$ cat src/rtl/alu_mc_exec_if.sv
// Handshake bundle between the ALU decoder side (master) and the multi-cycle
// execute unit (slave).
interface alu_mc_exec_if #(
  parameter int WIDTH = 32
);
  logic             flush;
  logic             in_valid;
  logic             in_ready;
  logic [4:0]       alu_ctrl;
  logic [WIDTH-1:0] a;
  logic [WIDTH-1:0] b;
  logic             out_valid;
  logic             out_ready;
  logic [WIDTH-1:0] result;
  logic             zero;
  logic             busy;

  modport master (
    output flush, in_valid, alu_ctrl, a, b, out_ready,
    input  in_ready, out_valid, result, zero, busy
  );

  modport slave (
    input  flush, in_valid, alu_ctrl, a, b, out_ready,
    output in_ready, out_valid, result, zero, busy
  );
endinterface

$ cat src/rtl/alu_mc_exec.sv
// Multi-cycle EX-stage ALU: single-cycle logic/arith/compare, iterative
// one-bit-per-cycle shifts, result held until the downstream stage accepts it.
//
// state | meaning
// IDLE  | ready for a new op
// EXEC  | computing; shifts iterate here until cnt reaches zero
// DONE  | result valid, waiting for out_ready
module alu_mc_exec #(
  parameter int WIDTH = 32
) (
  input  logic         clk,
  input  logic         rst_n,
  alu_mc_exec_if.slave bus
);
  localparam int SHW = $clog2(WIDTH);

  localparam logic [4:0] OP_ADD  = 5'b00000;
  localparam logic [4:0] OP_SUB  = 5'b10000;
  localparam logic [4:0] OP_AND  = 5'b00001;
  localparam logic [4:0] OP_OR   = 5'b00010;
  localparam logic [4:0] OP_XOR  = 5'b00011;
  localparam logic [4:0] OP_SLL  = 5'b00100;
  localparam logic [4:0] OP_SRL  = 5'b00101;
  localparam logic [4:0] OP_SRA  = 5'b00110;
  localparam logic [4:0] OP_SLT  = 5'b10111;
  localparam logic [4:0] OP_SLTU = 5'b11000;

  typedef enum logic [1:0] {
    IDLE = 2'd0,
    EXEC = 2'd1,
    DONE = 2'd2
  } state_t;

  state_t           state;
  state_t           state_next;
  logic [4:0]       ctrl;
  logic [WIDTH-1:0] acc;
  logic [WIDTH-1:0] opb;
  logic [SHW-1:0]   cnt;
  logic [WIDTH-1:0] result_r;
  logic             zero_r;
  logic             is_shift;
  logic             in_shift;
  logic             accept;
  logic [WIDTH-1:0] alu_value;

  assign is_shift = (ctrl == OP_SLL) || (ctrl == OP_SRL) || (ctrl == OP_SRA);
  assign in_shift = (bus.alu_ctrl == OP_SLL) || (bus.alu_ctrl == OP_SRL) ||
                    (bus.alu_ctrl == OP_SRA);
  assign accept   = (state == IDLE) && bus.in_valid && !bus.flush;

  // state register
  always_ff @(posedge clk) begin
    if (!rst_n) state <= IDLE;
    else        state <= state_next;
  end

  // next-state logic
  always_comb begin
    state_next = state;
    if (bus.flush) begin
      state_next = IDLE;
    end else begin
      case (state)
        IDLE: if (bus.in_valid) state_next = EXEC;
        EXEC: if (!is_shift || (cnt == '0)) state_next = DONE;
        DONE: if (bus.out_ready) state_next = IDLE;
        default: state_next = IDLE;
      endcase
    end
  end

  // handshake outputs
  always_comb begin
    bus.in_ready  = (state == IDLE);
    bus.out_valid = (state == DONE);
    bus.busy      = (state != IDLE);
  end

  // shift ops have already done their work in acc, so they just pass it through
  always_comb begin
    alu_value = '0;
    case (ctrl)
      OP_ADD:  alu_value = acc + opb;
      OP_SUB:  alu_value = acc - opb;
      OP_AND:  alu_value = acc & opb;
      OP_OR:   alu_value = acc | opb;
      OP_XOR:  alu_value = acc ^ opb;
      OP_SLL,
      OP_SRL,
      OP_SRA:  alu_value = acc;
      OP_SLT:  alu_value = {{(WIDTH-1){1'b0}}, ($signed(acc) < $signed(opb))};
      OP_SLTU: alu_value = {{(WIDTH-1){1'b0}}, (acc < opb)};
      default: alu_value = '0;
    endcase
  end

  // a flushed op never reaches result/zero
  always_ff @(posedge clk) begin
    if (!rst_n) begin
      ctrl     <= '0;
      acc      <= '0;
      opb      <= '0;
      cnt      <= '0;
      result_r <= '0;
      zero_r   <= 1'b0;
    end else if (!bus.flush) begin
      if (accept) begin
        ctrl <= bus.alu_ctrl;
        acc  <= bus.a;
        opb  <= bus.b;
        cnt  <= in_shift ? bus.b[SHW-1:0] : '0;
      end else if (state == EXEC) begin
        if (is_shift && (cnt != '0)) begin
          case (ctrl)
            OP_SLL:  acc <= {acc[WIDTH-2:0], 1'b0};
            OP_SRL:  acc <= {1'b0, acc[WIDTH-1:1]};
            default: acc <= {acc[WIDTH-1], acc[WIDTH-1:1]};
          endcase
          cnt <= cnt - SHW'(1);
        end else begin
          result_r <= alu_value;
          zero_r   <= (alu_value == '0);
        end
      end
    end
  end

  assign bus.result = result_r;
  assign bus.zero   = zero_r;
endmodule

$ cat src/flat_wrapper.sv
// flat-port wrapper written by rule: the top's interface ports become plain ports
module alu_mc_exec_flat 
#(
  parameter int WIDTH = 32
)
  (clk, rst_n, bus_flush, bus_in_valid, bus_alu_ctrl, bus_a, bus_b, bus_out_ready, bus_in_ready, bus_out_valid, bus_result, bus_zero, bus_busy);
  alu_mc_exec_if #(.WIDTH(WIDTH)) bus_i ();
  input  logic clk;
  input  logic rst_n;
  input wire logic [$bits(bus_i.flush)-1:0] bus_flush;
  input wire logic [$bits(bus_i.in_valid)-1:0] bus_in_valid;
  input wire logic [$bits(bus_i.alu_ctrl)-1:0] bus_alu_ctrl;
  input wire logic [$bits(bus_i.a)-1:0] bus_a;
  input wire logic [$bits(bus_i.b)-1:0] bus_b;
  input wire logic [$bits(bus_i.out_ready)-1:0] bus_out_ready;
  output wire logic [$bits(bus_i.in_ready)-1:0] bus_in_ready;
  output wire logic [$bits(bus_i.out_valid)-1:0] bus_out_valid;
  output wire logic [$bits(bus_i.result)-1:0] bus_result;
  output wire logic [$bits(bus_i.zero)-1:0] bus_zero;
  output wire logic [$bits(bus_i.busy)-1:0] bus_busy;
  assign bus_i.flush = bus_flush;
  assign bus_i.in_valid = bus_in_valid;
  assign bus_i.alu_ctrl = bus_alu_ctrl;
  assign bus_i.a = bus_a;
  assign bus_i.b = bus_b;
  assign bus_i.out_ready = bus_out_ready;
  assign bus_in_ready = bus_i.in_ready;
  assign bus_out_valid = bus_i.out_valid;
  assign bus_result = bus_i.result;
  assign bus_zero = bus_i.zero;
  assign bus_busy = bus_i.busy;
  alu_mc_exec #(.WIDTH(WIDTH)) u_core (.clk(clk), .rst_n(rst_n), .bus(bus_i));
endmodule
$ cat config.mk
export PLATFORM = sky130hd
export DESIGN_NAME = alu_mc_exec_flat
export DESIGN_NICKNAME = d
export VERILOG_FILES = /design/src/rtl/alu_mc_exec_if.sv /design/src/rtl/alu_mc_exec.sv /design/src/flat_wrapper.sv
export SDC_FILE = /design/constraint.sdc
export NUM_CORES = 1
export LEC_CHECK = 0
export CELL_PAD_IN_SITES_DETAIL_PLACEMENT = 1
export CELL_PAD_IN_SITES_GLOBAL_PLACEMENT = 2
export CORE_MARGIN = 2
export CORE_UTILIZATION = 30
export DETAILED_ROUTE_END_ITERATION = 8
export HOLD_SLACK_MARGIN = 0.08
export PLACE_DENSITY = 0.74
export SYNTH_ARGS = -nofsm -noshare
export SYNTH_HDL_FRONTEND = slang
export SYNTH_SLANG_ARGS = --single-unit
$ cat constraint.sdc
create_clock -name clk -period 3.6 [get_ports clk]
set_clock_uncertainty 0.15 [all_clocks]
set_input_delay 0.9 -clock clk [delete_from_list [all_inputs] [get_ports clk]]
set_output_delay 0.9 -clock clk [all_outputs]
set_load 0.01 [all_outputs]
# Word-level counts from Yosys, hierarchy flattened
# Index checks and enable logic that the tools add are counted.
op_classes:
  n_mux: 13
  eq_ne: 17
  bitwise_logic: 7
  n_reduce_logical: 26
  magnitude_cmp: 2
  n_addsub: 3
ops:
  columns: ["operator", "n"]
  rows:
  - ["one-hot mux 32 bit (8 select lines)", 1]
  - ["two-way mux 32 bit", 3]
  - ["< comparator 32 bit", 2]
  - ["one-hot mux 32 bit (2 select lines)", 1]
  - ["adder 32 bit", 1]
  - ["AND 32 bit", 1]
  - ["zero test 32 bit", 1]
  - ["bitwise OR 32 bit", 1]
  - ["subtractor 32 bit", 1]
  - ["bitwise XOR 32 bit", 1]
  - ["== test 5 x 3 -> 1 bit, second input constant", 6]
  - ["two-way mux 5 bit", 4]
  - ["== test 5 bit, second input constant", 3]
  - ["== test 5 x 2 -> 1 bit, second input constant", 2]
  - ["zero test 5 bit", 2]
  - ["AND reduction 4 bit", 2]
  - ["two-way mux 2 bit", 3]
  - ["one-hot mux 2 bit (3 select lines)", 1]
  - ["AND reduction 3 bit", 2]
  - ["nonzero test 2 bit", 3]
  - ["== test 5 x 1 -> 1 bit, second input constant", 1]
  - ["logical OR 1 bit", 5]
  - ["nonzero test 5 bit", 1]
  - ["subtractor 5 x 1 -> 5 bit, second input constant", 1]
  - ["12 further kinds", 19]
word_totals:
  register_bits: 109
  output_inout_bits: 36
  input_bits: 74
  word_cells: 76

# Logic depth before layout (Yosys ltp)
logic_depth:
  ltp_word: 7
  depth_mapped: 15
  mapped_depth_nobuf: 14

# Worst setup path before layout
# OpenSTA, ideal clock, no wires.
synth_path:
  kind: "flip-flop to flip-flop"
  start: "register u_core.acc[8]"
  end: "register u_core.zero_r, in the netlist u_core.bus.zero"
  slack_ns: 0.124
  stages_incl_launch_ff: 14
  period_less_slack_ns: 3.476
  required_time_ns: 3.366
  setup_time_ns: 0.084
  arrival_ns: 3.242
  path_buffers: 0
  path_cell_list: "dfxtp_1 > inv_1 > ha_1 > or4_4 > nor4_2 > o21ai_1 > and3_4 > o31ai_4 > or3_1 > o211ai_1 > or4_1 > nor4_1 > nand4_1 > o31ai_2"
synth_via:
  elab_chain_cells: 3
  word_cells_on_any_way: 9
  cone_classes: "2 x add/sub; 2 x order compare; 1 x mux; 3 x bitwise; 1 x reduce/logical"
synth_lines:
  columns: ["item", "line", "text"]
  rows:
  - ["start, declared", "alu_mc_exec.sv:37", "logic [WIDTH-1:0] acc;"]
  - ["start signal, assigned", "alu_mc_exec.sv:110", "acc <= bus.a;"]
  - ["start signal, assigned", "alu_mc_exec.sv:116", "OP_SLL: acc <= {acc[WIDTH-2:0], 1'b0};"]
  - ["start signal, assigned", "alu_mc_exec.sv:117", "OP_SRL: acc <= {1'b0, acc[WIDTH-1:1]};"]
  - ["subtractor 32 bit (tied with other cells)", "alu_mc_exec.sv:85", "OP_SUB: alu_value = acc - opb;"]
  - ["one-hot mux 32 bit (8 select lines) (*)", "alu_mc_exec.sv:83", "case (ctrl)"]
  - ["zero test 32 bit (*)", "alu_mc_exec.sv:123", "zero_r <= (alu_value == '0);"]
  - ["end signal, assigned", "alu_mc_exec.sv:123", null]
  - ["end, declared", "alu_mc_exec.sv:41", "logic zero_r;"]
# Every way passes the cells marked *; elsewhere a longest branch is shown, timed or not.
# A chain may end at the register's enable or synchronous reset.

# Worst setup path in the final report
layout_path:
  start: "register u_core.acc[2]"
  end: "register u_core.zero_r, in the netlist u_core.bus.zero"
# Same word-level chain as after synthesis.

==> results.cfg <==
[floorplanning]
die_y_um = 189
coreArea_um2 = 33500
start_util_pct = 30.5
die_w_um = 189
pin_count = 110
dieArea_um2 = 35600
std_cell_rows = 67

[routing]
totalWireLength_um = 48400
vias = 12200
wl_per_cell_um = 21.8
drtIter0Drc = 763
routed_via_density = 5.50
drc = 0
ant_nets = 0
dr.pass1.iters = 7

[sta]
grt_setup_unrepaired = yes
maxSlewHeadroom_pct = 38.0
worst_slew_pin_slew_ps = 927
fin_ws_ps = -32.3
finalCritPeriodShare_pct = 101
final_max_slew_viol_count = 0
setup_viol = 1
hold_violations = 0
fin_crit_ps = 3630
finalSetupTns_ps = -32.3
timing.hold.ws_ps = 326
fmax_mhz = 275

[clocking]
max-clock-path-buffers = 2
cts_tree = done
clk_pin_slew_ps = 90
cts_hold_buffers = 0
clkSinkCount = 109
htreeDepth = 3
cts_root_buf = clkbuf_16
cts_inserted_buffers = 9
clk_latency_ps = 400

[global_route]
antenna_found_initial = 0
gr-total-overflow = 0
grt_max_degree = 102
grt_use_total_pct = 27.2
grt_pass1_wl_um = 74500
grt_pass1_vias = 12500

[pwr]
p_per_area_nw_per_um2 = 283
power_mw = 4.22
power_leakage_nw = 5.95
ir_worst_vdd_uv = 222

[setup_path]
cp.required_ps = 3770
end_kind = flop
reg2reg_slack_ps = -30
path_max_fanout = 6
crit_type = reg -> reg
start_kind = flop
arrival_ps = 3800

[yosys]
yosys.area.top_type_share_pct = 21.3
synthCells = 1417
ys_warn_count = 0
synthArstFlopShare_pct = 0
synth_area_um2 = 10200
synth_fa_ha_area_share_pct = 13.7
synth-edff-count = 0
synth_xor_area_share_pct = 0.942
synth_seq_cells = 109
synthSimpleGateAreaFrac_pct = 21.7
synth_flop_cell = dfxtp_1
synth_compound_area_share_pct = 34.1
synthMuxAreaShare_pct = 0.391
yosys.area.top_type = dfxtp_1
seq_area_frac_synth_pct = 21.3
syn_nets = 1602
syn_area_per_cell_um2 = 7.22
synth_area_leaders = dfxtp_1 21%, ha_1 13%, nand2_1 7.2%
synth_top_family_by_area = compound AO/OA/AOI/OAI gates
synth_cell_types = 88

[layout]
syn_to_final_growth_pct = 45.7
layout_common_cells = 323 x buf_4, 194 x nand2_1, 126 x a21oi_1
nets = 1955
diodes = 0
fin_area_um2 = 14900
final_common_cell = buf_4
final_layout_size_suffix_gt1_share_pct = 25.9
final_util_pct = 44.4

[placement]
io_buffers = 109
postPlaceCellArea_um2 = 13900
gp_congestion = 0.924
hpwl_um = 38500

[status]
status = complete, but fails checks
violations = negative setup slack

[job]
cap_violations = 0

[hold_path]
hold_class = reg -> reg
state kept, by name, summed over array words and instances, names as in the netlist:
signal	count
u_core.acc	32
u_core.bus.result	32
u_core.bus.zero	1
u_core.cnt	5
u_core.ctrl	5
u_core.opb	32
u_core.state	2
critical path, cell delays in order (launching register included):
cell and delay [ps]:
dfxtp_1 330, buf_4 150, ha_1 230, nor2_1 90
buf_4 150, o31ai_4 330, nand2_1 120, buf_4 160
nand2_1 110, buf_4 120, a21o_1 180, o21ai_0 100
a222oi_1 410, nand4_1 230, nor4_4 310, nand4_1 140
o31ai_2 250
cell usage after synthesis, drive strengths merged, types with 5 or more instances:
| library cell | instances |
|---|---|
| clkbuf | 69 |
| nand4 | 11 |
| and3 | 6 |
| a211o | 5 |
| or2 | 6 |
| nor3b | 5 |
| a211oi | 26 |
| dfxtp | 109 |
| a21boi | 5 |
| nand3 | 25 |
| o211a | 7 |
| a21oi | 137 |
| inv | 100 |
| o2111ai | 7 |
| a31oi | 18 |
| or3 | 9 |
| o311ai | 9 |
| nand2 | 197 |
| or4 | 5 |
| o21bai | 15 |
| a221oi | 25 |
| o21a | 13 |
| a311oi | 6 |
| nor4 | 10 |
| ha | 109 |
| nor2b | 16 |
| o21ai | 58 |
| buf | 28 |
| o31ai | 13 |
| a22oi | 13 |
| nor2 | 110 |
| a221o | 8 |
| xnor2 | 10 |
| nand3b | 5 |
| a21o | 15 |
| nand2b | 16 |
| nor3 | 48 |
| o211ai | 81 |
| and2 | 9 |
timing repair:
| item | 4_1_cts | 5_1_grt |
|---|---|---|
| pin swaps | 33 | 12 |
| endpoints found under the setup margin | 11 | 10 |
| gates resized for setup | 79 | 42 |
| setup buffers | 11 | 2 |
stage by stage:
stage,cells,worst slack [ps]
3_3_place_gp,2194,-537
6_report,2221,-32.3
5_1_grt,2221,-225
4_1_cts,2219,-33.4
2_1_floorplan,1417,124
3_5_place_dp,2194,-597
cell type report:
type                       count  area, um^2
clock buffer                   9         225
clock inverter                 5        62.6
fill                        4153       18600
inverter                     101         382
multi-input combinational   1110        7840
sequential                   109        2190
tap                          448         561
timing repair buffer         439        3640
kinds of logic after synthesis:
kind of cell / after synthesis
and+or+nand+nor: 483
xor gates and xnor gates: 11
DFF: 109
buffers and inverters: 198
adders and majority gates: 111
muxes: 4
AOI/OAI and AO/OA: 501
worst paths after layout:
| check | start | to | cells after the start |
|---|---|---|---|
| max | u_core.acc[2] | u_core.bus.zero | 16 |
| min | u_core.bus.result[21] | u_core.bus.result[21] | 2 |
| max reg2reg | u_core.acc[2] | u_core.bus.zero | 16 |
| min reg2reg | u_core.bus.result[21] | u_core.bus.result[21] | 2 |
power breakdown:
group / internal (mW) / leakage [nW] / switching (mW)
registers: 1.26 / 0.891 / 0.0397
logic: 0.852 / 4.92 / 0.988
clock network: 0.539 / 0.139 / 0.550
total: 2.65 / 5.95 / 1.58
per-layer routing:
| metal | up-vias | GRT usage, % | wire (um) |
|---|---|---|---|
| li1 | 5853 | - | - |
| met1 | 5997 | 40.9 | 24800 |
| met2 | 331 | 39.7 | 20000 |
| met3 | 45 | 4.67 | 2800 |
| met4 | 0 | 6.73 | 739 |
| met5 | - | 0 | 0 |
No activity file was read; power rests on OpenSTA's default activity.
